**config.mk**
```make
export PLATFORM = sky130hd
export DESIGN_NAME = prog_loader_flat
export DESIGN_NICKNAME = d
export VERILOG_FILES = /design/src/rtl/prog_loader_if.sv /design/src/rtl/prog_loader.sv /design/src/flat_wrapper.sv
export SDC_FILE = /design/constraint.sdc
export NUM_CORES = 1
export LEC_CHECK = 0
export ABC_AREA = 0
export BUFFER_PORTS_ARGS = -buffer_cell sky130_fd_sc_hd__buf_2
export CORE_ASPECT_RATIO = 0.5
export CORE_UTILIZATION = 45
export CTS_CLUSTER_DIAMETER = 40
export CTS_CLUSTER_SIZE = 40
export DETAILED_ROUTE_END_ITERATION = 10
export GPL_TIMING_DRIVEN = 1
export RECOVER_POWER = 50
export REMOVE_ABC_BUFFERS = 1
export SLEW_MARGIN = 30
export SYNTH_ARGS = -nofsm -noshare
export SYNTH_HDL_FRONTEND = slang
export SYNTH_SLANG_ARGS = --single-unit
export TNS_END_PERCENT = 5
```
**constraint.sdc**
```tcl
create_clock -name clk -period 3.4 [get_ports clk]
set_clock_uncertainty 0.2 [all_clocks]
set_input_delay 0.34 -clock clk [delete_from_list [all_inputs] [get_ports clk]]
set_output_delay 0.34 -clock clk [all_outputs]
set_load 0.01 [all_outputs]
```
**src/rtl/prog_loader_if.sv**
```systemverilog
// Bus between the program source (master) and the bit-serial loader (slave).
// Carries the serial input stream, the program RAM write port and the status flags.
interface prog_loader_if #(
    parameter int AW = 4,
    parameter int IW = 9
);
    logic          load_req;
    logic          bit_valid;
    logic          sdata;
    logic          wr_en;
    logic [AW-1:0] WR_ADDR;
    logic [IW-1:0] WR_DATA;
    logic          set_pc;
    logic          busy;
    logic          done;
    logic          err;

    modport master (
        output load_req, bit_valid, sdata,
        input  wr_en, WR_ADDR, WR_DATA, set_pc, busy, done, err
    );

    modport slave (
        input  load_req, bit_valid, sdata,
        output wr_en, WR_ADDR, WR_DATA, set_pc, busy, done, err
    );
endinterface

```
**src/rtl/prog_loader.sv**
```systemverilog
// Bit-serial program loader: deserialises MSB-first instruction words, writes
// them into program RAM at consecutive addresses, then checks a trailing XOR
// checksum word. set_pc holds the CPU at PC 0 for the whole frame.
module prog_loader #(
    parameter int DEPTH = 16,
    parameter int AW    = 4,
    parameter int IW    = 9
) (
    input  logic          clk,
    input  logic          rst,
    prog_loader_if.slave  bus
);
    localparam int BCW = (IW > 1) ? $clog2(IW) : 1;

    localparam logic [2:0] S_IDLE  = 3'd0;
    localparam logic [2:0] S_SHIFT = 3'd1;
    localparam logic [2:0] S_WRITE = 3'd2;
    localparam logic [2:0] S_CHECK = 3'd3;
    localparam logic [2:0] S_DONE  = 3'd4;

    localparam logic [BCW-1:0] BC_LAST = BCW'(IW - 1);
    localparam logic [AW:0]    WC_FULL = (AW + 1)'(DEPTH);

    logic [2:0]     state_q,   state_d;
    logic [IW-1:0]  sr_q,      sr_d;
    logic [BCW-1:0] bc_q,      bc_d;
    logic [AW:0]    wc_q,      wc_d;
    logic [IW-1:0]  ck_q,      ck_d;
    logic           err_q,     err_d;
    logic           wr_en_q,   wr_en_d;
    logic [AW-1:0]  wr_addr_q, wr_addr_d;
    logic [IW-1:0]  wr_data_q, wr_data_d;
    logic           set_pc_q,  set_pc_d;
    logic           busy_q,    busy_d;
    logic           done_q,    done_d;
    logic [IW-1:0]  shifted;

    // Next-state logic: a word's write strobe and address/data are prepared on the
    // edge that takes its last bit, so wr_en is high exactly during WRITE; a
    // load_req overrides everything and (re)starts the frame.
    always_comb begin
        shifted   = {sr_q[IW-2:0], bus.sdata};
        state_d   = state_q;
        sr_d      = sr_q;
        bc_d      = bc_q;
        wc_d      = wc_q;
        ck_d      = ck_q;
        err_d     = err_q;
        wr_en_d   = 1'b0;
        wr_addr_d = wr_addr_q;
        wr_data_d = wr_data_q;
        set_pc_d  = set_pc_q;
        busy_d    = busy_q;
        done_d    = 1'b0;

        case (state_q)
            S_SHIFT: begin
                if (bus.bit_valid) begin
                    sr_d = shifted;
                    if (bc_q == BC_LAST) begin
                        bc_d = '0;
                        if (wc_q < WC_FULL) begin
                            state_d   = S_WRITE;
                            wr_en_d   = 1'b1;
                            wr_addr_d = wc_q[AW-1:0];
                            wr_data_d = shifted;
                        end else begin
                            state_d = S_CHECK;
                        end
                    end else begin
                        bc_d = bc_q + 1'b1;
                    end
                end
            end
            S_WRITE: begin
                ck_d    = ck_q ^ sr_q;
                wc_d    = wc_q + 1'b1;
                state_d = S_SHIFT;
                if (bus.bit_valid) begin
                    sr_d = shifted;
                    bc_d = bc_q + 1'b1;
                end
            end
            S_CHECK: begin
                err_d   = (sr_q != ck_q);
                busy_d  = 1'b0;
                done_d  = 1'b1;
                state_d = S_DONE;
            end
            S_DONE: begin
                set_pc_d = 1'b0;
                state_d  = S_IDLE;
            end
            default: begin
                state_d = S_IDLE;
            end
        endcase

        if (bus.load_req) begin
            state_d  = S_SHIFT;
            sr_d     = '0;
            bc_d     = '0;
            wc_d     = '0;
            ck_d     = '0;
            err_d    = 1'b0;
            wr_en_d  = 1'b0;
            done_d   = 1'b0;
            set_pc_d = 1'b1;
            busy_d   = 1'b1;
        end
    end

    // State and output registers with synchronous reset.
    always_ff @(posedge clk) begin
        if (rst) begin
            state_q   <= S_IDLE;
            sr_q      <= '0;
            bc_q      <= '0;
            wc_q      <= '0;
            ck_q      <= '0;
            err_q     <= 1'b0;
            wr_en_q   <= 1'b0;
            wr_addr_q <= '0;
            wr_data_q <= '0;
            set_pc_q  <= 1'b0;
            busy_q    <= 1'b0;
            done_q    <= 1'b0;
        end else begin
            state_q   <= state_d;
            sr_q      <= sr_d;
            bc_q      <= bc_d;
            wc_q      <= wc_d;
            ck_q      <= ck_d;
            err_q     <= err_d;
            wr_en_q   <= wr_en_d;
            wr_addr_q <= wr_addr_d;
            wr_data_q <= wr_data_d;
            set_pc_q  <= set_pc_d;
            busy_q    <= busy_d;
            done_q    <= done_d;
        end
    end

    assign bus.wr_en   = wr_en_q;
    assign bus.WR_ADDR = wr_addr_q;
    assign bus.WR_DATA = wr_data_q;
    assign bus.set_pc  = set_pc_q;
    assign bus.busy    = busy_q;
    assign bus.done    = done_q;
    assign bus.err     = err_q;
endmodule
```
**src/flat_wrapper.sv**
```systemverilog
// flat-port wrapper written by rule: the top's interface ports become plain ports
module prog_loader_flat 
#(
    parameter int DEPTH = 16,
    parameter int AW    = 4,
    parameter int IW    = 9
)
  (clk, rst, bus_load_req, bus_bit_valid, bus_sdata, bus_wr_en, bus_WR_ADDR, bus_WR_DATA, bus_set_pc, bus_busy, bus_done, bus_err);
  prog_loader_if #(.AW(AW), .IW(IW)) bus_i ();
  input  logic clk;
  input  logic rst;
  input wire logic [$bits(bus_i.load_req)-1:0] bus_load_req;
  input wire logic [$bits(bus_i.bit_valid)-1:0] bus_bit_valid;
  input wire logic [$bits(bus_i.sdata)-1:0] bus_sdata;
  output wire logic [$bits(bus_i.wr_en)-1:0] bus_wr_en;
  output wire logic [$bits(bus_i.WR_ADDR)-1:0] bus_WR_ADDR;
  output wire logic [$bits(bus_i.WR_DATA)-1:0] bus_WR_DATA;
  output wire logic [$bits(bus_i.set_pc)-1:0] bus_set_pc;
  output wire logic [$bits(bus_i.busy)-1:0] bus_busy;
  output wire logic [$bits(bus_i.done)-1:0] bus_done;
  output wire logic [$bits(bus_i.err)-1:0] bus_err;
  assign bus_i.load_req = bus_load_req;
  assign bus_i.bit_valid = bus_bit_valid;
  assign bus_i.sdata = bus_sdata;
  assign bus_wr_en = bus_i.wr_en;
  assign bus_WR_ADDR = bus_i.WR_ADDR;
  assign bus_WR_DATA = bus_i.WR_DATA;
  assign bus_set_pc = bus_i.set_pc;
  assign bus_busy = bus_i.busy;
  assign bus_done = bus_i.done;
  assign bus_err = bus_i.err;
  prog_loader #(.DEPTH(DEPTH), .AW(AW), .IW(IW)) u_core (.clk(clk), .rst(rst), .bus(bus_i));
endmodule
```
-- Word level (Yosys, flattened, before mapping)
Index checks and enable logic that the tools add are counted.
W data, S select, Z words.
- bitwise gates (word level): 4
- $lt $le $gt $ge: 1
- mux-type cells: 15
- div/mod/pow operators: 0
- reduce and logical (&&, ||, !) cells: 11
- eq/ne operators: 11
- multiply operators: 0
- add/subtract/negate cells: 2
- shift-type cells: 0
- operators with widths (operator ; count):
    $mux W4 ; 3
    $ne A9 B9 Y1 ; 1
    $pmux W3 S3 ; 1
    $xor A9 B9 Y9 ; 1
    $mux W1 ; 8
    $pmux W4 S2 ; 1
    $eq A3 B2 Y1 const B ; 2
    $mux W3 ; 2
    $reduce_and A2 Y1 ; 3
    $reduce_bool A2 Y1 ; 3
    $add A5 B1 Y5 const B ; 1
    $lt A5 B5 Y1 const B ; 1
    $reduce_or A5 Y1 ; 1
    $add A4 B1 Y4 const B ; 1
    $eq A4 B4 Y1 const B ; 1
    $ne A2 B2 Y1 const B ; 2
    $reduce_and A4 Y1 ; 1
    $reduce_or A2 Y1 ; 2
    $eq A3 B1 Y1 const B ; 1
    $eq A3 B3 Y1 const B ; 1
    $ne A3 B2 Y1 const B ; 1
    $ne A3 B3 Y1 const B ; 1
    $not A1 Y1 ; 3
    $reduce_and A3 Y1 ; 1
    $ne A2 B1 Y1 const B ; 1
- flip-flop bits (word level): 48
- memories kept: 0
- latch bits: 0
- output and inout bits: 18
- bits in read-only memories: 0
- bits in writable memories: 0
- bits of input ports: 5

-- Depth between registers and ports, before layout
Gate-level depths: netlist (run 1).
- depth in word-level cells: 6
- depth in mapped cells: 7
- depth with buffers taken out: 5

-- Worst setup path after synthesis (run 1)
No wires, ideal clock.
- kind: register -> register
- start point: reg u_core.state_q[1]
- end point: reg u_core.wr_addr_q[0] (netlist: u_core.bus.WR_ADDR[0])
- arrival time: 1.289 ns
- stages on the path, launching flop included: 7
- slack: 1.779 ns
- path buffers: 3
- path through: dfxtp_1 -> buf_6 -> or3b_1 -> buf_6 -> buf_12 -> o31ai_2 -> a21oi_1
- cells in the longest elaborated chain, start to end: 2
- RTL lines (item ; RTL line ; source):
    start, declared ; prog_loader.sv:24 ; logic [2:0] state_q, state_d;
    start signal, assigned ; prog_loader.sv:129 ; state_q <= state_d;
    $eq A3 B1 Y1 ; prog_loader.sv:56 ; case (state_q)
    $reduce_and A4 Y1 (no source line) ; n/a ;
    end signal, assigned ; prog_loader.sv:136 ; wr_addr_q <= wr_addr_d;
    end, declared ; prog_loader.sv:31 ; logic [AW-1:0] wr_addr_q, wr_addr_d;
Every way passes these cells.
A chain may end at the register's enable or synchronous reset.

-- Worst setup path in the final report (run 1)
- start point: reg u_core.state_q[0]
- end point: reg u_core.wr_addr_q[2] (netlist: u_core.bus.WR_ADDR[2])
The elaborated chain is that of the path after synthesis.

==> results of run 1 <==
[logic make-up after synthesis]
| family | count (synthesis) | synth area share (%) |
|---|---|---|
| and+or+nand+nor | 72 | 21.1 |
| AOI/OAI and AO/OA | 63 | 18.5 |
| DFF | 48 | 42.9 |
| buffers and inverters | 29 | 6.75 |
| xor gates and xnor gates | 22 | 8.59 |
| adders and majority gates | 3 | 1.67 |
| muxes | 1 | 0.446 |
[flip-flops by register name, summed over array words and instances, names as in the netlist]
name                cells
u_core.bus.WR_DATA      9
u_core.ck_q             9
u_core.sr_q             9
u_core.wc_q             5
u_core.bc_q             4
u_core.bus.WR_ADDR      4
u_core.state_q          3
u_core.bus.busy         1
u_core.bus.done         1
u_core.bus.err          1
u_core.bus.set_pc       1
u_core.bus.wr_en        1
[area by class of cell]
cell class / count / area share [%]
multi-input cells: 161 / 47.9
well taps: 66 / 3.50
repair buffers: 23 / 4.03
flip-flops and latches: 48 / 40.7
clock buffers: 5 / 2.91
inverters: 6 / 0.953
[path summary, 6_finish.rpt]
path | start | end | slack (ps) | depth (start not counted)
setup / recovery | u_core.state_q[0]$_SDFFE_PP0P_ | u_core.bus.WR_ADDR[2]$_SDFFE_PP0P_ | 1190 | 3
hold / removal | bus_load_req | u_core.bus.set_pc$_SDFFE_PP0P_ | 80 | 3
setup reg to reg | u_core.state_q[0]$_SDFFE_PP0P_ | u_core.bus.WR_ADDR[2]$_SDFFE_PP0P_ | 1190 | 3
hold reg to reg | u_core.bus.WR_DATA[3]$_SDFFE_PP0P_ | u_core.bus.WR_DATA[3]$_SDFFE_PP0P_ | 270 | 2
[metrics by stage]
step | hold WS (ps) | cells | util, % | setup slack (ps) | area (um2)
6_report | 84.6 | 309 | 51.4 | 1190 | 2360
3_3_place_gp | 255 | 304 | 50.4 | 1310 | 2310
5_1_grt | 109 | 309 | 51.4 | 1040 | 2360
3_5_place_dp | 258 | 304 | 50.4 | 1250 | 2310
4_1_cts | 84.0 | 309 | 51.9 | 1230 | 2380
2_1_floorplan | 209 | 215 | - | 1540 | 2110
[layer usage]
layer / up-vias / part of all wire, %
li1: 874 / -
met1: 853 / 54
met2: 29 / 42
met3: 2 / 2.9
met4: 0 / 0.38
met5: - / 0
[cell usage after synthesis]
cell,number
or3b_1,1
o21ai_0,12
buf_4,1
a31o_2,2
nor3_1,1
buf_2,6
a31oi_1,1
nor2_1,18
o31ai_2,7
and4bb_2,4
ha_1,3
nor4bb_1,7
nand3b_1,1
nand4b_2,1
clkbuf_1,13
or3b_2,1
a21oi_1,31
and4b_1,1
xnor2_1,12
a21o_1,2
nor4_1,3
buf_6,2
inv_1,6
o31ai_4,1
nand3_1,12
nand4_1,15
dfxtp_1,48
nand2b_1,1
or2_2,1
xor2_1,10
nor3b_2,2
or4_1,2
o31ai_1,7
mux2i_1,1
buf_12,1
nor2b_1,1
[power groups by stage]
stage | combinational, uW | clock [uW] | sequential [uW]
floorplan | 24.8 | 0 | 583
global placement | 42.5 | 0 | 583
detailed placement | 42.7 | 0 | 584
CTS | 42.8 | 320 | 570
global route | 47.7 | 342 | 572
finish | 43.2 | 313 | 571
[worst max-delay path, cell delays in order (launching register included)]
cell	delay, ps
dfxtp_1	740
nor3b_2	810
nand4_1	190
a21oi_1	190
==> flow_summary.yaml, run 1 <==
clocking:
  htree_levels: 2
  cts_hold_buf: 0
  cts_buffers: 5
  cts_sinks: 48
  cts_max_path_buffers: 2
  worstSkewPairLatency_ps: 300
  post_cts_resized: 0
  path_clk_slew_ps: 80
  cts_root_buffer: "clkbuf_8"
  tritoncts: "yes"
  postCtsSetupRepairBufs: 0
global_routing:
  grtUsageTotal_pct: 20.7
  antenna_found_initial: 0
  busiest_layer: "met1"
  globalRouteMet2Util_pct: 28.5
  grt-ovfl-total: 0
  grt_max_degree: 31
  globalRouteMet1Util_pct: 31.4
  grt_pass1_wl_mm: 8.14
  grt_pass1_vias: 1499
  met3_usage_pct: 4.84
pwr:
  pwr-share-comb_pct: 4.7
  total_power_uw: 927
  powerDensity_mw_per_mm2: 392
  power_leakage_uw: 0.000756
  sw_frac_of_total_pct: 23.7
  p_sw_uw: 219
  power_frac_seq_pct: 61.6
  clockPowerShare_pct: 33.8
  irDropWorstVdd_uv: 166
  intPower_uw: 707
timing:
  tightest_slew_ps: 855
  slew_violations: 0
  period_share_pct: 65.1
  fin_crit_ps: 2210
  finalSetupViolCount: 0
  rsz0062_at_grt: "no"
  hold_viol_final: 0
  max_freq_mhz: 452
  setup-tns-final_ps: 0
  max-slew-margin-rel_pct: 42.7
routing:
  firstDrtPassIters: 5
  vias: 1758
  via_per_inst: 5.69
  wl_per_cell_um: 16.0
  drt_wl_total_mm: 4.94
  dr.first_iter.drc_count: 80
  drc: 0
  drtAntennaViolNets: 0
hold_path:
  min_path_type: "input pin to flop"
synth:
  ys_seq_area_share_pct: 42.9
  syn_area_per_cell_um2: 9.42
  netlist_area_mm2: 0.00224
  synth_seq_cells: 48
  synth_top_area_cell: "dfxtp_1"
  synthTopCellsByArea: "dfxtp_1 43%, a21oi_1 6.9%, xnor2_1 4.7%, nand4_1 4.2%, o31ai_2 3.9%"
  synth_top_area_share_pct: 42.9
  yosysWarnings: 0
  synthesis.instances: 238
  ys_types: 36
floorplanning:
  core_mm2: 0.00459
  fp-row-count: 17
  ios: 23
  dieWidth_um: 102
  dieArea_mm2: 0.00529
  die_h_um: 51.9
  start_util_pct: 48.8
critical_path:
  required_ps: 3430
  cp-end-kind: "flop"
  path_max_fanout: 18
  critPathLaunchType: "flop"
  path_class: "flop to flop"
  arrival_ps: 2240
finish:
  finalNetCount: 253
  multiInputGateArea_mm2: 0.00113
  fillers: 455
  antenna_cells: 0
  drive_gt1_share_pct: 11.5
  seq_area_um2: 961
  layout_common_cells: "48 x dfxtp_1, 31 x a21oi_1, 18 x nor2_1, 18 x clkbuf_1, 15 x nand4_1"
  final_common_cell: "dfxtp_1"
  area_delta_synth_final_pct: 5.36
placed_design:
  place.gp.congestion: 0.719
  dpl.hpwl_mm: 3.18
  portBuffers: 22
flow_run:
  cap_violations: 0
status:
  outcome: "finished, final reports clean"
Note: power is estimated with default switching activity, not from simulation.
==> run 2: changes to the inputs <==
--- a/config.mk
+++ b/config.mk
@@ -13,6 +13,7 @@
 export CTS_CLUSTER_SIZE = 40
 export DETAILED_ROUTE_END_ITERATION = 10
 export GPL_TIMING_DRIVEN = 1
+export PLACE_DENSITY = 0.66
 export RECOVER_POWER = 50
 export REMOVE_ABC_BUFFERS = 1
 export SLEW_MARGIN = 30
==> constraint.sdc (replaced) <==
create_clock -name clk -period 2.02 [get_ports clk]
set_clock_uncertainty 0.2 [all_clocks]
set_input_delay 0.202 -clock clk [delete_from_list [all_inputs] [get_ports clk]]
set_output_delay 0.202 -clock clk [all_outputs]
set_load 0.01 [all_outputs]
==> flow_summary.yaml, run 2 (synthesis results as in run 1) <==
pwr:
  power_frac_seq_pct: 57.9
  p_sw_uw: 398
  intPower_uw: 1250
  irDropWorstVdd_uv: 298
  power_leakage_uw: 0.000816
  powerDensity_mw_per_mm2: 670
  sw_frac_of_total_pct: 24.1
  pwr-share-comb_pct: 5.6
  clockPowerShare_pct: 36.5
critical_path:
  endpoint: "u_core.bus.WR_DATA[7]$_SDFFE_PP0P_"
  r2r_end: "u_core.bus.WR_DATA[7]$_SDFFE_PP0P_"
  path_max_fanout: 15
  critPathLaunchType: "flop"
  cp-startpoint: "u_core.state_q[1]$_SDFFE_PP0P_"
  r2r_start: "u_core.state_q[1]$_SDFFE_PP0P_"
  regToRegSetupSlack_ps: 190
  cp-end-kind: "flop"
  reg2regPathDepth: 3
  path_class: "flop to flop"
  arrival_ps: 1820
  required_ps: 2010
clocking:
  worstSkewPairLatency_ps: 310
  cts_max_path_buffers: 2
  cts_hold_buf: 2
  cts_buffers: 5
  tritoncts: "yes"
  cts_sinks: 48
  postCtsSetupRepairBufs: 0
  htree_levels: 2
  path_clk_slew_ps: 90
  cts_root_buffer: "clkbuf_8"
  post_cts_resized: 0
routing:
  wl_per_cell_um: 15.0
  vias: 1767
  drc: 0
  dr.first_iter.drc_count: 53
  via_per_inst: 5.47
  drt_wl_total_mm: 4.84
  firstDrtPassIters: 5
  drtAntennaViolNets: 0
floorplanning:
  die_h_um: 51.9
  core_mm2: 0.00459
  dieArea_mm2: 0.00529
  ios: 23
  start_util_pct: 48.8
  fp-row-count: 17
  dieWidth_um: 102
timing:
  slew_violations: 0
  timing.final.ws_setup_ps: 193
  max-slew-margin-rel_pct: 50.3
  period_share_pct: 90.4
  tightest_slew_ps: 744
  finalSetupViolCount: 0
  setup-tns-final_ps: 0
  hold_viol_final: 0
  max_freq_mhz: 547
  fin_crit_ps: 1830
  rsz0062_at_grt: "no"
global_routing:
  globalRouteMet1Util_pct: 27.2
  grt_pass1_vias: 1582
  grt_max_degree: 31
  antenna_found_initial: 0
  busiest_layer: "met2"
  met3_usage_pct: 4.84
  grt-ovfl-total: 0
  globalRouteMet2Util_pct: 31.3
  grt_pass1_wl_mm: 7.81
  grtUsageTotal_pct: 19.9
finish:
  antenna_cells: 0
  layout_common_cells: "48 x dfxtp_1, 31 x a21oi_1, 19 x clkbuf_1"
  area_delta_synth_final_pct: 9.82
  finalNetCount: 264
  utilization_pct: 53.6
  final_common_cell: "dfxtp_1"
  drive_gt1_share_pct: 14.8
status:
  outcome: "finished, final reports clean"
placed_design:
  post-place-ws_ps: 204
  place.gp.congestion: 0.756
  dpl.hpwl_mm: 3.34
  portBuffers: 22
flow_run:
  cap_violations: 0
hold_path:
  min_path_type: "input pin to flop"
-- run 2: through the flow --
step                hold WS, ps  cell area [um2]  instances  total power (uW)
floorplan                  71.1             2110        215              1020
global placement            250             2380        313              1060
detailed placement          261             2380        313              1070
CTS                        50.6             2490        323              1660
global route               55.3             2460        323              1710
finish                     50.9             2460        323              1650
-- run 2: cell type report --
class | instances | area [um2]
clock inverters | 2 | 10.0
flip-flops and latches | 48 | 961
multi-input cells | 161 | 1120
clock buffers | 6 | 82.6
inverters | 6 | 22.5
fillers | 436 | 2130
well taps | 66 | 82.6
repair buffers | 34 | 179
-- run 2: power by group through the flow --
stage	Combinational, uW	Clock, uW	Sequential (uW)
2_1_floorplan	41.8	0	981
3_3_place_gp	87.2	0	977
3_5_place_dp	89.8	0	977
4_1_cts	92.8	615	955
5_1_grt	100	651	956
6_report	91.9	602	955
-- run 2: worst min path at each step --
stage / from / end / cells after the start
global route: rst / u_core.bus.busy$_SDFFE_PP0P_ / 2
global placement: u_core.bus.WR_DATA[6]$_SDFFE_PP0P_ / u_core.bus.WR_DATA[6]$_SDFFE_PP0P_ / 2
finish: rst / u_core.bus.busy$_SDFFE_PP0P_ / 2
detailed placement: u_core.bus.WR_DATA[4]$_SDFFE_PP0P_ / u_core.bus.WR_DATA[4]$_SDFFE_PP0P_ / 2
CTS: rst / u_core.bus.busy$_SDFFE_PP0P_ / 2
floorplan: rst / u_core.bus.WR_ADDR[0]$_SDFFE_PP0P_ / 1
-- run 2: critical path: stages, from the launching register on --
cell	delay, ps
dfxtp_1	400
or3b_1	700
o31ai_1	330
a21oi_1	90
-- run 2: routing by layer --
layer	up-vias	wire length, um
met2	33	2110
met4	0	55
met1	824	2450
li1	902	-
met5	-	0
met3	8	227
==> run 3: changes to the inputs <==
--- a/config.mk
+++ b/config.mk
@@ -8,12 +8,11 @@
 export ABC_AREA = 0
 export BUFFER_PORTS_ARGS = -buffer_cell sky130_fd_sc_hd__buf_2
 export CORE_ASPECT_RATIO = 0.5
-export CORE_UTILIZATION = 45
+export CORE_UTILIZATION = 30
 export CTS_CLUSTER_DIAMETER = 40
 export CTS_CLUSTER_SIZE = 40
 export DETAILED_ROUTE_END_ITERATION = 10
 export GPL_TIMING_DRIVEN = 1
-export PLACE_DENSITY = 0.66
 export RECOVER_POWER = 50
 export REMOVE_ABC_BUFFERS = 1
 export SLEW_MARGIN = 30
==> flow_summary.yaml, run 3 (synthesis results as in run 1) <==
status:
  outcome: "finished, final reports clean"
timing:
  fin_crit_ps: 1830
  max_freq_mhz: 545
  finalSetupViolCount: 0
  setup-tns-final_ps: 0
  timing.final.ws_setup_ps: 187
  rsz0062_at_grt: "no"
  hold_viol_final: 0
  max-slew-margin-rel_pct: 52.8
  tightest_slew_ps: 706
  period_share_pct: 90.8
  slew_violations: 0
floorplanning:
  fp-row-count: 21
  core_mm2: 0.00694
  start_util_pct: 32.3
  die_h_um: 63.1
  dieArea_mm2: 0.00784
  ios: 23
  dieWidth_um: 124
global_routing:
  antenna_found_initial: 0
  grt_pass1_wl_mm: 8.73
  grt-ovfl-total: 0
  grt_pass1_vias: 1744
  grt_max_degree: 31
  grtUsageTotal_pct: 13.6
routing:
  via_per_inst: 5.27
  vias: 1822
  wl_per_cell_um: 15.1
  dr.first_iter.drc_count: 105
  drt_wl_total_mm: 5.22
  firstDrtPassIters: 4
  drtAntennaViolNets: 0
  drc: 0
placed_design:
  place.gp.congestion: 0.838
  post-place-ws_ps: 116
  dpl.hpwl_mm: 3.58
  place_inst: 337
  portBuffers: 22
  placed_area_mm2: 0.00240
critical_path:
  cp-end-kind: "flop"
  required_ps: 2030
  slowest_stage: "or4_1"
  path_class: "flop to flop"
  regToRegSetupSlack_ps: 190
  crit_chain: "buf_4, nand2b_1, or4_1, a21oi_1"
  critPathMaxStageDelay_ps: 530
  path_max_fanout: 12
  arrival_ps: 1840
  critPathLaunchType: "flop"
pwr:
  powerDensity_mw_per_mm2: 739
  irDropWorstVdd_uv: 365
  power_leakage_uw: 0.000823
clocking:
  cts_max_path_buffers: 2
  htree_levels: 2
  cts_sinks: 48
  tritoncts: "yes"
  postCtsSetupRepairBufs: 0
  cts_root_buffer: "clkbuf_16"
  cts_buffers: 5
  path_clk_slew_ps: 60
  worstSkewPairLatency_ps: 280
finish:
  fillers: 726
  final_area_mm2: 0.00253
  final_common_cell: "dfxtp_1"
  finalNetCount: 261
  area_delta_synth_final_pct: 12.9
  antenna_cells: 0
  layout_common_cells: "47 x dfxtp_1, 31 x a21oi_1, 21 x clkbuf_1"
  drive_gt1_share_pct: 15.0
  fin_cells: 346
hold_path:
  min_path_type: "input pin to flop"
flow_run:
  cap_violations: 0
==> run 3: cell count changes in the layout (fill, tap and decap cells not counted), moves of 2 or more <==
cell	previous run	this run
clkbuf_16	0	5
clkbuf_1	19	21
clkinv_2	2	0
clkbuf_8	6	1
==> run 3: worst paths after layout <==
check,from,end,cells after the start
worst min register to register,u_core.bus.WR_DATA[1]$_SDFFE_PP0P_,u_core.bus.WR_DATA[1]$_SDFFE_PP0P_,2
worst max-delay path,u_core.state_q[2]$_SDFFE_PP0P_,u_core.bc_q[3]$_SDFFE_PP0P_,4
worst min-delay path,bus_sdata,u_core.sr_q[0]$_SDFFE_PP0P_,3
worst max register to register,u_core.state_q[2]$_SDFFE_PP0P_,u_core.bc_q[3]$_SDFFE_PP0P_,4
==> run 3: stage by stage <==
| step | util [%] | power [uW] | hold WS (ps) |
|---|---|---|---|
| floorplan | - | 1020 | 71.1 |
| global placement | 34.6 | 1060 | 255 |
| detailed placement | 34.6 | 1060 | 265 |
| CTS | 36.8 | 1900 | 9.36 |
| global route | 36.5 | 1940 | 28.0 |
| finish | 36.5 | 1870 | 16.4 |
==> run 3: repair_timing <==
| item | 4_1_cts | 5_1_grt |
|---|---|---|
| endpoints found under the hold margin | 2 | 0 |
| setup endpoints to repair | 0 | 2 |
| hold buffers | 1 | 0 |
| gates resized for setup | 0 | 2 |
==> run 3: per-layer routing <==
layer | up-vias | GRT usage (%) | share of wire [%]
met5 | - | 0 | 0
met1 | 893 | 18.1 | 49
met4 | 0 | 3.92 | 0.82
li1 | 893 | - | -
met2 | 31 | 22.6 | 46
met3 | 5 | 2.55 | 3.7
==> run 3: layout make-up <==
cell class	instances	area, um2	share of cell area [%]
sequential	48	962	38.0
multi-input combinational	161	1130	44.6
clock buffer	8	146	5.78
timing repair buffer	31	156	6.18
tap	92	115	4.55
inverter	6	22.5	0.889
==> run 3: critical path, delay by kind of cell, from the launching register on <==
kind                   cells  cell delay [ps]
DFF                        1              420
and+or+nand+nor            2              750
buffers and inverters      1              220
AOI/OAI and AO/OA          1              160
==> run 3: where the power goes <==
group	leakage [uW]	switching [uW]	internal [uW]	total (uW)
Combinational	0.000364	63.9	24.6	88.5
Clock	0.0000712	332	494	826
Sequential	0.000388	4.59	952	956
Total	0.000823	401	1470	1870
